### config.mk
export PLATFORM = sky130hd
export DESIGN_NAME = window_generator
export DESIGN_NICKNAME = d
export VERILOG_FILES = /design/src/rtl/cnn_pkg.sv /design/src/rtl/window_shift_buffer.sv /design/src/rtl/window_generator.sv
export SDC_FILE = /design/constraint.sdc
export NUM_CORES = 1
export LEC_CHECK = 0
export CORE_MARGIN = 10
export CORE_UTILIZATION = 45
export CTS_CLUSTER_SIZE = 8
export DETAILED_ROUTE_END_ITERATION = 10
export GPL_ROUTABILITY_DRIVEN = 1
export HOLD_SLACK_MARGIN = 0.06
export PLACE_DENSITY = 0.72
export SLEW_MARGIN = 25
export SYNTH_ARGS = -nofsm -noshare
export SYNTH_HDL_FRONTEND = slang
export SYNTH_SLANG_ARGS = --single-unit
### constraint.sdc
create_clock -name clock -period 14.6 [get_ports clock]
set_clock_uncertainty 0.05 [all_clocks]
set_input_delay 1.46 -clock clock [delete_from_list [all_inputs] [get_ports clock]]
set_output_delay 1.46 -clock clock [all_outputs]
set_load 0.05 [all_outputs]
### src/rtl/cnn_pkg.sv
// Shared definitions for the CNN front-end blocks: window generator state
// encoding and the mapping from window coordinates to shift-register taps.
package cnn_pkg;

    typedef enum logic [1:0] {
        FILL   = 2'd0,
        STREAM = 2'd1,
        FLUSH  = 2'd2
    } gen_state_t;

    // Tap holding window element (r,c); tap 0 is the newest pixel, and the
    // top-left element is the oldest one still inside the window.
    function automatic int tap_index(input int r, input int c,
                                     input int kernel_size, input int column_size);
        return (kernel_size - 1 - r) * column_size + (kernel_size - 1 - c);
    endfunction

endpackage

### src/rtl/window_shift_buffer.sv
// Line-buffer style shift register for the window generator. It exposes the
// contents as they will be after this cycle's shift, so the caller can
// register a window that already includes the pixel entering at tap 0.
module window_shift_buffer #(
    parameter int DEPTH      = 59,
    parameter int DATA_WIDTH = 16
) (
    input  logic                          clock,
    input  logic                          shift_en,
    input  logic [DATA_WIDTH-1:0]         shift_data,
    output logic [DEPTH*DATA_WIDTH-1:0]   taps_next
);

    logic [DEPTH*DATA_WIDTH-1:0] taps;

    // Contents after this cycle: shifted by one word when enabled, else held.
    always_comb begin
        taps_next = taps;
        if (shift_en) begin
            taps_next = {taps[(DEPTH-1)*DATA_WIDTH-1:0], shift_data};
        end
    end

    // Storage deliberately has no reset; every tap is rewritten before use.
    always_ff @(posedge clock) begin
        taps <= taps_next;
    end

endmodule

### src/rtl/window_generator.sv
// Sliding KERNEL_SIZE x KERNEL_SIZE window generator over a raster pixel
// stream. A FILL/STREAM/FLUSH controller decides when windows are emitted
// and pads each frame with flush windows so the per-frame window count is a
// whole number of rows.
module window_generator
    import cnn_pkg::*;
#(
    parameter int COLUMN_SIZE = 28,
    parameter int ROW_SIZE    = 28,
    parameter int KERNEL_SIZE = 3,
    parameter int DATA_WIDTH  = 16
) (
    input  logic                                          clock,
    input  logic                                          sreset,
    input  logic [DATA_WIDTH-1:0]                         pixel_in,
    input  logic                                          pixel_valid,
    output logic                                          in_ready,
    output logic [DATA_WIDTH*KERNEL_SIZE*KERNEL_SIZE-1:0] window,
    output logic                                          window_valid,
    output logic                                          frame_done
);

    localparam int DEPTH = (KERNEL_SIZE - 1) * COLUMN_SIZE + KERNEL_SIZE;
    localparam int WIN_W = DATA_WIDTH * KERNEL_SIZE * KERNEL_SIZE;
    localparam int CW    = $clog2(COLUMN_SIZE);
    localparam int RW    = $clog2(ROW_SIZE);
    localparam int FW    = $clog2(KERNEL_SIZE);

    localparam logic [CW-1:0] COL_LAST   = CW'(COLUMN_SIZE - 1);
    localparam logic [RW-1:0] ROW_LAST   = RW'(ROW_SIZE - 1);
    localparam logic [CW-1:0] FILL_COL   = CW'(KERNEL_SIZE - 1);
    localparam logic [RW-1:0] FILL_ROW   = RW'(KERNEL_SIZE - 1);
    localparam logic [FW-1:0] FLUSH_LAST = FW'(KERNEL_SIZE - 2);

    gen_state_t              state;
    gen_state_t              state_next;
    logic [CW-1:0]           col;
    logic [RW-1:0]           row;
    logic [FW-1:0]           flush_cnt;

    logic                    accept;
    logic                    at_fill_end;
    logic                    at_frame_end;
    logic                    flush_last;
    logic                    shift_en;
    logic [DATA_WIDTH-1:0]   shift_data;
    logic                    emit;
    logic                    done_next;
    logic [DEPTH*DATA_WIDTH-1:0] taps_next;
    logic [WIN_W-1:0]        window_next;

    assign accept       = pixel_valid & in_ready;
    assign at_fill_end  = (row == FILL_ROW) && (col == FILL_COL);
    assign at_frame_end = (row == ROW_LAST) && (col == COL_LAST);
    assign flush_last   = (flush_cnt == FLUSH_LAST);

    window_shift_buffer #(
        .DEPTH      (DEPTH),
        .DATA_WIDTH (DATA_WIDTH)
    ) u_buffer (
        .clock      (clock),
        .shift_en   (shift_en),
        .shift_data (shift_data),
        .taps_next  (taps_next)
    );

    // Controller state register.
    always_ff @(posedge clock) begin
        if (sreset) begin
            state <= FILL;
        end else begin
            state <= state_next;
        end
    end

    // Next-state logic; a frame no larger than the kernel ends while filling.
    always_comb begin
        state_next = state;
        case (state)
            FILL: begin
                if (accept && at_fill_end) begin
                    state_next = at_frame_end ? FLUSH : STREAM;
                end
            end
            STREAM: begin
                if (accept && at_frame_end) begin
                    state_next = FLUSH;
                end
            end
            FLUSH: begin
                if (flush_last) begin
                    state_next = FILL;
                end
            end
            default: state_next = FILL;
        endcase
    end

    // Per-state outputs: readiness, what enters the buffer, and whether a window is emitted.
    always_comb begin
        in_ready   = 1'b1;
        shift_en   = 1'b0;
        shift_data = pixel_in;
        emit       = 1'b0;
        done_next  = 1'b0;
        case (state)
            FILL: begin
                shift_en = accept;
                emit     = accept && at_fill_end;
            end
            STREAM: begin
                shift_en = accept;
                emit     = accept;
            end
            FLUSH: begin
                in_ready   = 1'b0;
                shift_en   = 1'b1;
                shift_data = '0;
                emit       = 1'b1;
                done_next  = flush_last;
            end
            default: begin
                in_ready = 1'b1;
            end
        endcase
        if (sreset) begin
            shift_en = 1'b0;
        end
    end

    // Raster position of the next pixel; wraps to the frame origin after the last pixel.
    always_ff @(posedge clock) begin
        if (sreset) begin
            col <= '0;
            row <= '0;
        end else if (accept) begin
            if (col == COL_LAST) begin
                col <= '0;
                row <= (row == ROW_LAST) ? '0 : row + 1'b1;
            end else begin
                col <= col + 1'b1;
            end
        end
    end

    // Counts flush cycles while in FLUSH; idles at zero otherwise.
    always_ff @(posedge clock) begin
        if (sreset || (state != FLUSH)) begin
            flush_cnt <= '0;
        end else begin
            flush_cnt <= flush_cnt + 1'b1;
        end
    end

    // Gather the window elements from their taps, row 0 being the oldest.
    always_comb begin
        window_next = '0;
        for (int r = 0; r < KERNEL_SIZE; r++) begin
            for (int c = 0; c < KERNEL_SIZE; c++) begin
                window_next[DATA_WIDTH*(r*KERNEL_SIZE+c) +: DATA_WIDTH] =
                    taps_next[DATA_WIDTH*tap_index(r, c, KERNEL_SIZE, COLUMN_SIZE) +: DATA_WIDTH];
            end
        end
    end

    // Output register: window updates only when emitted and holds otherwise.
    always_ff @(posedge clock) begin
        if (sreset) begin
            window       <= '0;
            window_valid <= 1'b0;
            frame_done   <= 1'b0;
        end else begin
            window_valid <= emit;
            frame_done   <= done_next;
            if (emit) begin
                window <= window_next;
            end
        end
    end

endmodule

**After elaboration in Yosys (flattened, before gate mapping)**

Cells that the tools add are included.

- Register bits: 1,104
- Input port bits: 19
- Output and inout port bits: 147

- Add/subtract/negate cells: 3
- Equality and inequality tests: 11
- Multiplexer cells: 13
- Bitwise logic cells: 2
- Reduce and logical (&&, ||, !) cells: 10

Operators with widths:

| cell | count |
|---|---|
| $mux 944 | 1 |
| $mux 16 | 1 |
| $add 5x1->5 const B | 2 |
| $eq 5x2->1 const B | 2 |
| $eq 5x5->1 const B | 2 |
| $mux 5 | 2 |
| $mux 2 | 4 |
| $ne 2x2->1 const B | 4 |
| $pmux 2 s3 | 1 |
| $eq 2x1->1 const B | 2 |
| $logic_and 1x1->1 | 4 |
| $reduce_or 2->1 | 2 |
| $pmux 1 s3 | 1 |
| $reduce_and 3->1 | 1 |
| $add 2x1->2 const B | 1 |
| $eq 2x2->1 const B | 1 |
| $logic_not 2->1 | 1 |
| $mux 1 | 2 |
| $pmux 1 s2 | 1 |
| $reduce_and 2->1 | 1 |
| $and 1x1->1 | 1 |
| $logic_or 1x1->1 | 1 |
| $not 1->1 | 1 |

**Depth between registers and ports, before layout**

- Depth after elaboration: 6
- Mapped depth: 9
- Mapped depth without buffers: 6

**Cells and area by module**

Synthesis repeated with hierarchy kept, for this count alone.

- Cells, all modules: 3,220
- Area, all modules: 41,275.8 µm²

By module, submodules not included:

| module | instances | cells each | area each (µm²) | sequential area each (µm²) |
|---|---|---|---|---|
| window_shift_buffer | 1 | 1,993 | 30,948.4 | 18,898.1 |
| window_generator | 1 | 1,227 | 10,327.4 | 3,203.1 |

**Least setup slack after synthesis**

OpenSTA, ideal clock, no wires.

- Path kind: in2reg
- Start: input pixel_valid
- End: register u_buffer.taps[100] (enable)
- Setup time: 0.818 ns
- Arrival time: 11.641 ns
- Slack: 2.091 ns
- Stages on the path: 7
- Path through: buf_2 o21ai_1 or2_2 clkbuf_1 inv_2 buf_2 buf_2

- Word-level cells in the longest chain between the ends: 3

RTL lines:

| element | RTL line | RTL |
|---|---|---|
| start: declaration | window_generator.sv:16 | `input logic pixel_valid,` |
| $and 1x1->1 | window_generator.sv:52 | `assign accept = pixel_valid & in_ready;` |
| $pmux 1 s2 | window_generator.sv:106 | `case (state)` |
| $mux 1 | window_generator.sv:126 | `if (sreset) begin` |
| net shift_en | window_generator.sv:45 | `logic shift_en;` |
| end signal: assignment | window_shift_buffer.sv:26 | `taps <= taps_next;` |
| end: declaration | window_shift_buffer.sv:14 | `logic [DEPTH*DATA_WIDTH-1:0] taps;` |

The timed path passes the listed nets, and every way through them passes these cells.
A chain may end at the register's enable or synchronous reset.

**Final worst setup path**

- Start: input pixel_valid
- End: register u_buffer.taps[463]

- Word-level cells in the longest chain between the ends: 4

RTL lines:

| element | RTL line | RTL |
|---|---|---|
| $and 1x1->1 | window_generator.sv:52 |  |
| $pmux 1 s2 | window_generator.sv:106 |  |
| $mux 1 | window_generator.sv:126 |  |
| $mux 944 | window_shift_buffer.sv:19 | `if (shift_en) begin` |
| net taps_next[463] | window_generator.sv:49 | `logic [DEPTH*DATA_WIDTH-1:0] taps_next;` |

The timed path passes the listed nets, and every way through them passes these cells.

==> Implementation_results.wiki <==
{| class="wikitable"
! Metric !! Value
|-
| Setup repair after global routing missed its margin || false
|-
| Number of buffers added for setup after CTS || 0
|-
| Worst min-delay path category || reg -> reg
|-
| Port bufs || 165
|-
| Core area || approximately 78,000 µm²
|-
| Root buffer cell || sky130_fd_sc_hd__clkbuf_16
|-
| Worst endpoint data arrival time || 6.07 ns
|-
| Final critical-path required period || 5.54 ns
|-
| Number of rows created at floorplan || 102
|-
| Remaining global-route overflow || 0
|-
| Number of global-route vias before repair || about 16,000
|-
| Setup TNS || 0 ns
|-
| Share of synthesized area occupied by flip-flops and latches || 0.845
|-
| Worst EP required || 15.13 ns
|-
| Leading post-synthesis cells by cell area || sky130_fd_sc_hd__edfxtp_1 (68%), sky130_fd_sc_hd__dfxtp_1 (16%), sky130_fd_sc_hd__nand2b_1 (4.6%)
|-
| Number of library cell types mapped by synthesis || 40
|-
| H-tree levels || 4
|-
| Depth of the worst register-to-register path || 8
|-
| Remaining antenna violation count after routing || 0
|-
| Detailed-route vias per instance || 4.79
|-
| Clk pin slew, worst setup/hold paths || 0.05 ns
|-
| Final max-slew violation count || 0
|-
| Maximum number of pins on one net before global-route repair || about 210
|-
| Clock sink total || 1,088
|-
| Type of element capturing the critical path || register
|-
| Worst Hold Path Cells || 0
|-
| Count of hold-fix buffers inserted at cts || 0
|-
| Final worst-path cycle share || 0.379
|-
| Power per standard cell area || 165 nW/µm²
|-
| Overall track demand over capacity in global routing || 0.124
|-
| Category of the worst setup path launch point || primary input
|-
| RD Place Congestion || 0.827
|-
| Max-cap viol count || 0
|-
| Detailed-placement wirelength estimate || between 30 and 40 mm
|-
| Final layout net count || 2,105
|-
| Final setup violation count || 0
|-
| Number of remaining DRC errors || 0
|-
| Total area of sequential cells || 29,800 µm²
|-
| Warning count from the yosys run || 0
|-
| Worst-case headroom to the max-slew limit || 0.350
|-
| Lkg Pwr || 15.0 nW
|-
| Total number of vias || 15,400
|-
| Largest area contributor in the netlist || sky130_fd_sc_hd__edfxtp_1
|-
| # fillers || 5,838
|-
| Post-Syn Area per Cell || 19.3 µm²
|-
| Drt first-iter violations || 1,123
|-
| Highest achievable clock rate || 181 MHz
|-
| Top-Level Pins || 166
|-
| Least-Margin Pin Slew || roughly 1 ns
|-
| Chip Width || 300 µm
|-
| Final std cells w/o fill || 3,211
|-
| Start point of the worst hold path || u_buffer.taps[829]$_DFFE_PP_
|-
| Peak fanout along the critical path || roughly 140
|-
| TritonCTS clock tree || done
|-
| Maximum resistive drop on vdd || 0.104 mV
|-
| Wirelength, routed || between 50 and 60 mm
|-
| Cts repair resizes || 0
|-
| Placed instance count || 2,963
|-
| Fraction of layout instances using a drive strength above 1 || 0.138
|-
| Clock Latency Late Sink || 0.71 ns
|-
| Number of hold violations in the final report || 0
|-
| Post-synthesis instance area || 35,300 µm²
|-
| Per-cell routed wire length || between 15 and 20 µm
|-
| Die Span Y || 300 µm
|-
| Total iterations of the first detailed-routing run || 5
|-
| Start point of the critical path || pixel_valid
|-
| Count of mapped cells out of synthesis || 1,827
|-
| Critical register-to-register path startpoint || state[1]$_SDFFE_PP0P_
|-
| Wire length of the first global-routing pass || 88.1 mm
|-
| Multi-input gate area in the final layout || 5100 µm²
|-
| Starting Density || 0.454
|-
| Net count after synthesis || 1,851
|-
| Die ar. || 90,000 µm²
|-
| Worst Path Class, Setup || in -> reg
|-
| Signed area change from the synthesized netlist to the final layout || 20.4%
|-
| Total power draw || between 6 and 7 mW
|-
| CTS Buf Count || 153
|-
| Number of antenna violations at the first check in global routing || 2
|-
| Total of flip-flops plus latches after synthesis || approximately 1,100
|-
| Maximum count of clock buffers along a single path || 3
|-
| Fraction of post-synthesis cell area in the top cell type by area || 0.681
|-
| Outcome || finished, final reports clean
|}
## power breakdown
group,switching (mW),internal (mW)
Combinational,0.0931,0.0928
Clock,1.20,1.98
Sequential,0.104,3.53
Total,1.40,5.60
## synthesized netlist by cell type, drive strengths merged
| cell | instances |
|---|---|
| a211oi | 2 |
| a21oi | 5 |
| a22oi | 16 |
| a311oi | 2 |
| a31o | 2 |
| a41oi | 2 |
| and2 | 1 |
| and3 | 2 |
| and4b | 2 |
| buf | 20 |
| clkbuf | 58 |
| dfxtp | 288 |
| edfxtp | 800 |
| ha | 5 |
| inv | 6 |
| mux2 | 112 |
| mux2i | 114 |
| nand2 | 38 |
| nand2b | 257 |
| nand3 | 1 |
| nand4 | 2 |
| nor2 | 9 |
| nor2b | 1 |
| nor3 | 2 |
| nor3b | 2 |
| nor4 | 2 |
| o211ai | 1 |
| o21ai | 34 |
| o31ai | 1 |
| o41a | 1 |
| or2 | 2 |
| or3 | 3 |
| or4 | 18 |
| or4b | 16 |
## cell usage in the layout (no fill, tap or decap), types with 3 or more instances in the layout
master	count
sky130_fd_sc_hd__edfxtp_1	800
sky130_fd_sc_hd__dfxtp_1	288
sky130_fd_sc_hd__nand2b_1	257
sky130_fd_sc_hd__clkdlybuf4s50_1	164
sky130_fd_sc_hd__clkbuf_16	159
sky130_fd_sc_hd__mux2i_1	114
sky130_fd_sc_hd__mux2_2	112
sky130_fd_sc_hd__clkbuf_1	78
sky130_fd_sc_hd__nand2_1	38
sky130_fd_sc_hd__o21ai_0	29
sky130_fd_sc_hd__or4_1	18
sky130_fd_sc_hd__a22oi_1	16
sky130_fd_sc_hd__or4b_1	14
sky130_fd_sc_hd__nor2_1	9
sky130_fd_sc_hd__inv_1	5
sky130_fd_sc_hd__a21oi_1	5
sky130_fd_sc_hd__ha_1	5
sky130_fd_sc_hd__o21ai_1	4
sky130_fd_sc_hd__inv_6	4
sky130_fd_sc_hd__buf_6	4
sky130_fd_sc_hd__or3_1	3
sky130_fd_sc_hd__buf_16	3
sky130_fd_sc_hd__buf_4	3
sky130_fd_sc_hd__buf_12	3
## worst max-delay path: stages
cell and delay [ns]:
sky130_fd_sc_hd__clkdlybuf4s50_1 0.68, sky130_fd_sc_hd__o21ai_4 0.18, sky130_fd_sc_hd__or2_2 0.58, sky130_fd_sc_hd__inv_8 0.78, sky130_fd_sc_hd__buf_12 0.43, sky130_fd_sc_hd__buf_16 0.45
sky130_fd_sc_hd__buf_12 0.42, sky130_fd_sc_hd__buf_16 0.50, sky130_fd_sc_hd__mux2_2 0.41
## worst paths after layout
check | end | slack [ns]
worst max-delay path | u_buffer.taps[463]$_DFF_P_ | 9.06
worst min-delay path | u_buffer.taps[845]$_DFFE_PP_ | 0.35
worst max register to register | u_buffer.taps[463]$_DFF_P_ | 10.03
worst min register to register | u_buffer.taps[845]$_DFFE_PP_ | 0.35
## through the flow
stage / hold slack, ns / worst slack [ns] / area (µm²) / util
2_1_floorplan: 0.350 / 2.09 / 35300 / -
3_3_place_gp: 0.350 / 8.22 / 38000 / 0.489
5_1_grt: 0.352 / 8.70 / 42400 / 0.547
6_report: 0.350 / 9.06 / 42400 / 0.547
3_5_place_dp: 0.355 / 8.24 / 38000 / 0.490
4_1_cts: 0.358 / 9.03 / 42300 / 0.546
## area by class of cell
type,instances,share of cell area
Antenna cell,1,0.0000590
Clock buffer,237,0.101
Clock inverter,7,0.00206
Inverter,6,0.000708
Multi-Input combinational cell,655,0.120
Sequential cell,1088,0.702
Tap cell,1040,0.0307
Timing Repair Buffer,177,0.0436
## cells by family (layout without fill, tap and decap cells)
kind of cell,Yosys count,after routing,share of synthesized area
flip-flops,1088,1088,0.845
AND/OR/NAND/NOR,358,358,0.0627
multiplexers,226,226,0.0681
buffers and inverters,84,427,0.0110
AO/OA/AOI/OAI,66,66,0.0116
adder cells (fa/ha/maj),5,5,0.00177
other,0,1,0
## metal layers
metal | global-route usage | vias up | part of all wire
met2 | 0.183 | 415 | 0.45
met1 | 0.164 | 7573 | 0.44
met4 | 0.0481 | 0 | 0.020
li1 | - | 7304 | -
met3 | 0.0477 | 95 | 0.082
met5 | 0 | - | 0
## flip-flops by register name (all words and copies together) (netlist names)
register,cells
u_buffer.taps,928
window,144
col,5
row,5
flush_cnt,2
window_valid,1
state,2
frame_done,1
No activity file was read; power rests on OpenSTA's default activity.
